==> config.mk <==
export PLATFORM = sky130hd
export DESIGN_NAME = sqrt_responder
export DESIGN_NICKNAME = d
export VERILOG_FILES = /design/src/rtl/sqrt_pkg.sv /design/src/rtl/data_mem.sv /design/src/rtl/sqrt_responder.sv
export SDC_FILE = /design/constraint.sdc
export NUM_CORES = 1
export LEC_CHECK = 0
export ABC_AREA = 1
export ABC_CLOCK_PERIOD_IN_PS = 2600
export CAP_MARGIN = 20
export CORE_AREA = 2 2 39 41
export DETAILED_ROUTE_END_ITERATION = 16
export DIE_AREA = 0 0 41 43
export PLACE_DENSITY = 0.41
export SYNTH_ARGS = -nofsm -noshare
export SYNTH_HDL_FRONTEND = slang
export SYNTH_SLANG_ARGS = --single-unit
==> constraint.sdc <==
create_clock -name Clk -period 2.6 [get_ports Clk]
set_input_delay 0.78 -clock Clk [delete_from_list [all_inputs] [get_ports Clk]]
set_output_delay 0.78 -clock Clk [all_outputs]
set_load 0.005 [all_outputs]
==> src/rtl/sqrt_pkg.sv <==
// Shared types and constants for the memory-mapped square-root responder.
package sqrt_pkg;

   typedef enum logic [2:0] {
      IDLE,
      ARMED,
      RD_HI,
      RD_LO,
      CALC,
      WR,
      DONE
   } state_t;

   localparam int DEF_ADDR_HI  = 16;
   localparam int DEF_ADDR_LO  = 17;
   localparam int DEF_ADDR_RES = 18;

   localparam int OP_W   = 16;
   localparam int ROOT_W = 8;
   localparam int REM_W  = 11;

endpackage

==> src/rtl/data_mem.sv <==
// Byte-wide data memory: combinational read through a two-way address mux
// (operand high/low byte), synchronous write to the fixed result address.
// Contents are not reset; the host loads them by back door.
module data_mem #(
   parameter int AW       = 8,
   parameter int ADDR_HI  = 16,
   parameter int ADDR_LO  = 17,
   parameter int ADDR_RES = 18
) (
   input  logic       clk,
   input  logic       rd_lo_sel,
   input  logic       wr_en,
   input  logic [7:0] wr_data,
   output logic [7:0] rd_data
);

   logic [7:0]    Core [0:(2**AW)-1];
   logic [AW-1:0] rd_addr;

   // Read address selects the operand byte requested by the FSM.
   always_comb begin
      rd_addr = rd_lo_sel ? AW'(ADDR_LO) : AW'(ADDR_HI);
   end

   assign rd_data = Core[rd_addr];

   // Only the result byte is ever written.
   always_ff @(posedge clk) begin
      if (wr_en) begin
         Core[AW'(ADDR_RES)] <= wr_data;
      end
   end

endmodule

==> src/rtl/sqrt_responder.sv <==
// Start/Ack integer square-root engine. Reads a 16-bit operand from data
// memory, computes the 8-bit root with a restoring bit-serial algorithm and
// writes it back. Optional macro SQRT_ROUND_EN rounds the written result to
// nearest (saturating at 8'hFF) instead of truncating.
//
// state | meaning
// IDLE  | waiting for Start
// ARMED | Start seen high, waiting for its fall
// RD_HI | latch operand high byte
// RD_LO | latch operand low byte, clear root/rem, i = 7
// CALC  | one root bit per cycle, i = 7 down to 0
// WR    | write result byte
// DONE  | Ack high until the next Start
module sqrt_responder
   import sqrt_pkg::*;
#(
   parameter int ADDR_HI  = DEF_ADDR_HI,
   parameter int ADDR_LO  = DEF_ADDR_LO,
   parameter int ADDR_RES = DEF_ADDR_RES,
   parameter int AW       = 8
) (
   input  logic Clk,
   input  logic Reset,
   input  logic Start,
   output logic Ack
);

   state_t              state_q, state_d;
   logic [OP_W-1:0]     op_q, op_d;
   logic [ROOT_W-1:0]   root_q, root_d;
   logic [REM_W-1:0]    rem_q, rem_d;
   logic [2:0]          i_q, i_d;

   logic [7:0]          rd_data;
   logic                rd_lo_sel;
   logic                wr_en;
   logic [7:0]          wr_data;
   logic [REM_W-1:0]    rem_shift;
   logic [REM_W-1:0]    trial;

   data_mem #(
      .AW       (AW),
      .ADDR_HI  (ADDR_HI),
      .ADDR_LO  (ADDR_LO),
      .ADDR_RES (ADDR_RES)
   ) DM1 (
      .clk       (Clk),
      .rd_lo_sel (rd_lo_sel),
      .wr_en     (wr_en),
      .wr_data   (wr_data),
      .rd_data   (rd_data)
   );

   // One restoring step: bring down the next operand bit pair, form trial.
   always_comb begin
      rem_shift = {rem_q[REM_W-3:0], op_q[{i_q, 1'b0} +: 2]};
      trial     = {1'b0, root_q, 2'b01};
   end

   // Result byte; rounding adds one when the leftover exceeds the root.
   always_comb begin
      wr_data = root_q;
`ifdef SQRT_ROUND_EN
      if (rem_q > {3'b000, root_q}) begin
         wr_data = (root_q == 8'hFF) ? 8'hFF : root_q + 8'd1;
      end
`endif
   end

   // Next-state and datapath updates.
   always_comb begin
      state_d   = state_q;
      op_d      = op_q;
      root_d    = root_q;
      rem_d     = rem_q;
      i_d       = i_q;
      rd_lo_sel = 1'b0;
      wr_en     = 1'b0;
      unique case (state_q)
         IDLE: begin
            if (Start) state_d = ARMED;
         end
         ARMED: begin
            if (!Start) state_d = RD_HI;
         end
         RD_HI: begin
            op_d[15:8] = rd_data;
            state_d    = RD_LO;
         end
         RD_LO: begin
            rd_lo_sel = 1'b1;
            op_d[7:0] = rd_data;
            root_d    = '0;
            rem_d     = '0;
            i_d       = 3'd7;
            state_d   = CALC;
         end
         CALC: begin
            if (rem_shift >= trial) begin
               rem_d  = rem_shift - trial;
               root_d = {root_q[ROOT_W-2:0], 1'b1};
            end else begin
               rem_d  = rem_shift;
               root_d = {root_q[ROOT_W-2:0], 1'b0};
            end
            i_d = i_q - 3'd1;
            if (i_q == 3'd0) state_d = WR;
         end
         WR: begin
            // A reset landing on this edge must not commit the result.
            wr_en   = Reset;
            state_d = DONE;
         end
         DONE: begin
            if (Start) state_d = ARMED;
         end
         default: state_d = IDLE;
      endcase
   end

   // State and datapath registers with synchronous active-low reset.
   always_ff @(posedge Clk) begin
      if (!Reset) begin
         state_q <= IDLE;
         op_q    <= '0;
         root_q  <= '0;
         rem_q   <= '0;
         i_q     <= '0;
      end else begin
         state_q <= state_d;
         op_q    <= op_d;
         root_q  <= root_d;
         rem_q   <= rem_d;
         i_q     <= i_d;
      end
   end

   assign Ack = (state_q == DONE);

endmodule

==> results.json, run 1 <==
{
  "yosys.area.top_type": "dfxtp_1",
  "synth_edf_count": 0,
  "antenna_found_initial": 0,
  "synthMuxAreaShare_pct": 0,
  "avgSynthCellArea_um2": 6.23,
  "ir_worst_vdd_mv": 0.334,
  "maxSlewViolCount": 0,
  "powerDensity_mw_per_mm2": 1150,
  "io_pins": 4,
  "htreeDepth": 1,
  "cts_tree": "done",
  "ctsResizeCount": 0,
  "startpoint_type": "register",
  "p_leak_nw": 0.210,
  "tightest_slew_ns": 0.264,
  "synthTopCellsByArea": "dfxtp_1 34%, nand2_1 15%, inv_1 11%, nor2_1 9.7%, nand3_1 8.6%",
  "dr_total_vias": 345,
  "slew_headroom_pct": 82.4,
  "yosys.area.top_type_share_pct": 34.4,
  "postPlaceCellArea_um2": 399,
  "ys_ff_latch": 6,
  "placed_cells": 75,
  "cts_hold_buf": 0,
  "async_flop_share_pct": 0,
  "dieArea_mm2": 0.00176,
  "synth_seq_area_share_pct": 34.4,
  "clkLatencyLatePin_ns": 0.25,
  "finalInstanceArea_um2": 422,
  "dp_hpwl_um": 521,
  "grt_pass1_vias": 304,
  "finClkSkew_ns": 0.00318,
  "rsz0062_at_grt": "no",
  "ys_types": 12,
  "required_ns": 1.82,
  "synth-xor-area-share_pct": 0,
  "finalCritPeriodShare_pct": 86.3,
  "drt-initial-drc-count": 4,
  "fmax_ghz": 0.446,
  "clk_pin_slew_ns": 0.05,
  "clockBufferDepth": 2,
  "hold_viol_final": 0,
  "grt_overflow": 0,
  "synthSimpleGateAreaFrac_pct": 37.6,
  "std_cell_rows": 14,
  "cp_data_arrival_time_ns": 1.46,
  "wl_um": 677,
  "drc": 0,
  "syn_inst": 56,
  "die_x_um": 41,
  "fin_crit_ns": 2.24,
  "syn_area_um2": 349,
  "firstDrtPassIters": 4,
  "min_path_cells": 2,
  "post_cts_buffers": 0,
  "tns_ns": 0,
  "crit_path_end_kind": "output port",
  "final_cells": 78,
  "totalPowerFinal_mw": 0.487,
  "drive_gt1_share_pct": 8.06,
  "fill_cells": 168,
  "yosys-top-cells-count": "14 x nand2_1, 10 x inv_1, 9 x nor2_1",
  "coreArea_mm2": 0.00138,
  "antenna_cells": 0,
  "status": "complete, no violations",
  "postRouteAntennaNets": 0,
  "track_usage_pct": 10.9,
  "start_util_pct": 25.2,
  "hp-class": "reg2reg",
  "synth_nets": 61,
  "clock-sinks": 6,
  "place.gp.congestion": 0.733,
  "timing.critical_path.fanout_max": 7,
  "setup_viol": 0,
  "grt_max_degree": 8,
  "synth_top_family_by_area": "simple AND/OR/NAND/NOR gates",
  "synth.most_common_cell": "nand2_1",
  "viasPerCell": 4.42,
  "yosysWarnings": 0,
  "area_growth_pct": 20.8,
  "synth_compound_area_share_pct": 8.96,
  "die_y_um": 43,
  "wire_per_inst_um": 8.68,
  "numCtsBuffers": 3,
  "criticalPathCategory": "reg2out",
  "grt_pass1_wl_mm": 1.22,
  "fin_nets": 69,
  "maxCapViolCount": 0,
  "clockRootBuffer": "clkbuf_4",
  "io_buffers": 3,
  "r2r_cells": 9,
  "yosys.area_share.adder_pct": 7.17,
  "synthFlopType": "dfxtp_1"
}
==> final timing paths <==
check                                start    endpoint  slack, ns
worst min-delay path                i_q[1]      i_q[1]       0.46
worst max-delay path            state_q[1]         Ack       0.36
worst min register to register      i_q[1]      i_q[1]       0.46
worst max register to register      i_q[0]  state_q[1]       1.34
==> logic make-up after synthesis <==
| family | after synthesis |
|---|---|
| AND/OR/NAND/NOR | 31 |
| buffers and inverters | 11 |
| AO/OA/AOI/OAI | 6 |
| flip-flops | 6 |
| adder cells (fa/ha/maj) | 2 |
==> metal layers <==
| layer | share of wire, % | GRT usage [%] | wire length (um) |
|---|---|---|---|
| met4 | 2.7 | 6.00 | 18 |
| met5 | 0 | 0 | 0 |
| met3 | 6.9 | 7.85 | 47 |
| met1 | 45 | 12.5 | 302 |
| met2 | 45 | 14.4 | 308 |
==> flip-flops by register name, summed over array words and instances, names as in the netlist <==
register and count:
i_q 3, state_q 3
==> power by group <==
group / total (mW) / leakage [nW] / internal, mW / switching [mW]
logic: 0.229 / 0.146 / 0.0873 / 0.142
registers: 0.169 / 0.0495 / 0.132 / 0.0369
clock network: 0.0889 / 0.0138 / 0.0524 / 0.0365
total: 0.487 / 0.210 / 0.272 / 0.215
==> final cells by class <==
class | instances | area [um^2] | share of cell area [%]
Clock buffer | 3 | 22.5 | 5.34
Inverter | 11 | 41.3 | 9.79
Multi-Input combinational cell | 39 | 188 | 44.5
Sequential cell | 6 | 120 | 28.5
Tap cell | 16 | 20.0 | 4.75
Timing Repair Buffer | 3 | 30.0 | 7.12
==> metrics by stage <==
stage	worst slack, ns	hold slack [ns]	utilization [%]
floorplan	1.14	0.434	-
global placement	0.622	0.454	28.8
detailed placement	0.633	0.454	28.8
CTS	0.336	0.461	30.5
global route	0.215	0.477	30.5
finish	0.357	0.456	30.5
==> placed cells by master (no fill, tap or decap) <==
master / synthesis / routed
inv_1: 10 / 10
nor3_1: 1 / 1
nor2_1: 9 / 9
clkdlybuf4s50_1: 0 / 3
a31oi_1: 1 / 1
dfxtp_1: 6 / 6
clkbuf_4: 0 / 3
nand3_1: 6 / 6
ha_1: 2 / 2
inv_2: 1 / 1
a21oi_1: 3 / 3
nand2_1: 14 / 14
o21ai_0: 2 / 2
nand3_2: 1 / 1
==> worst max-delay path, cell delays in order (launching register included) <==
cell	delay [ns]
dfxtp_1	0.41
inv_1	0.11
nor3_1	0.17
clkdlybuf4s50_1	0.52
Power figures use the tool's default switching activity.
==> run 2, diff against run 1 <==
HOLD_SLACK_MARGIN = 0.06   (was default)
==> results of run 2 <==
Final layout, timing and power as in run 1 (identical DEF).
==> run 3, diff against run 2 <==
HOLD_SLACK_MARGIN = 0.15   (was 0.06)
==> results of run 3 <==
Final layout, timing and power as in run 1 (identical DEF).
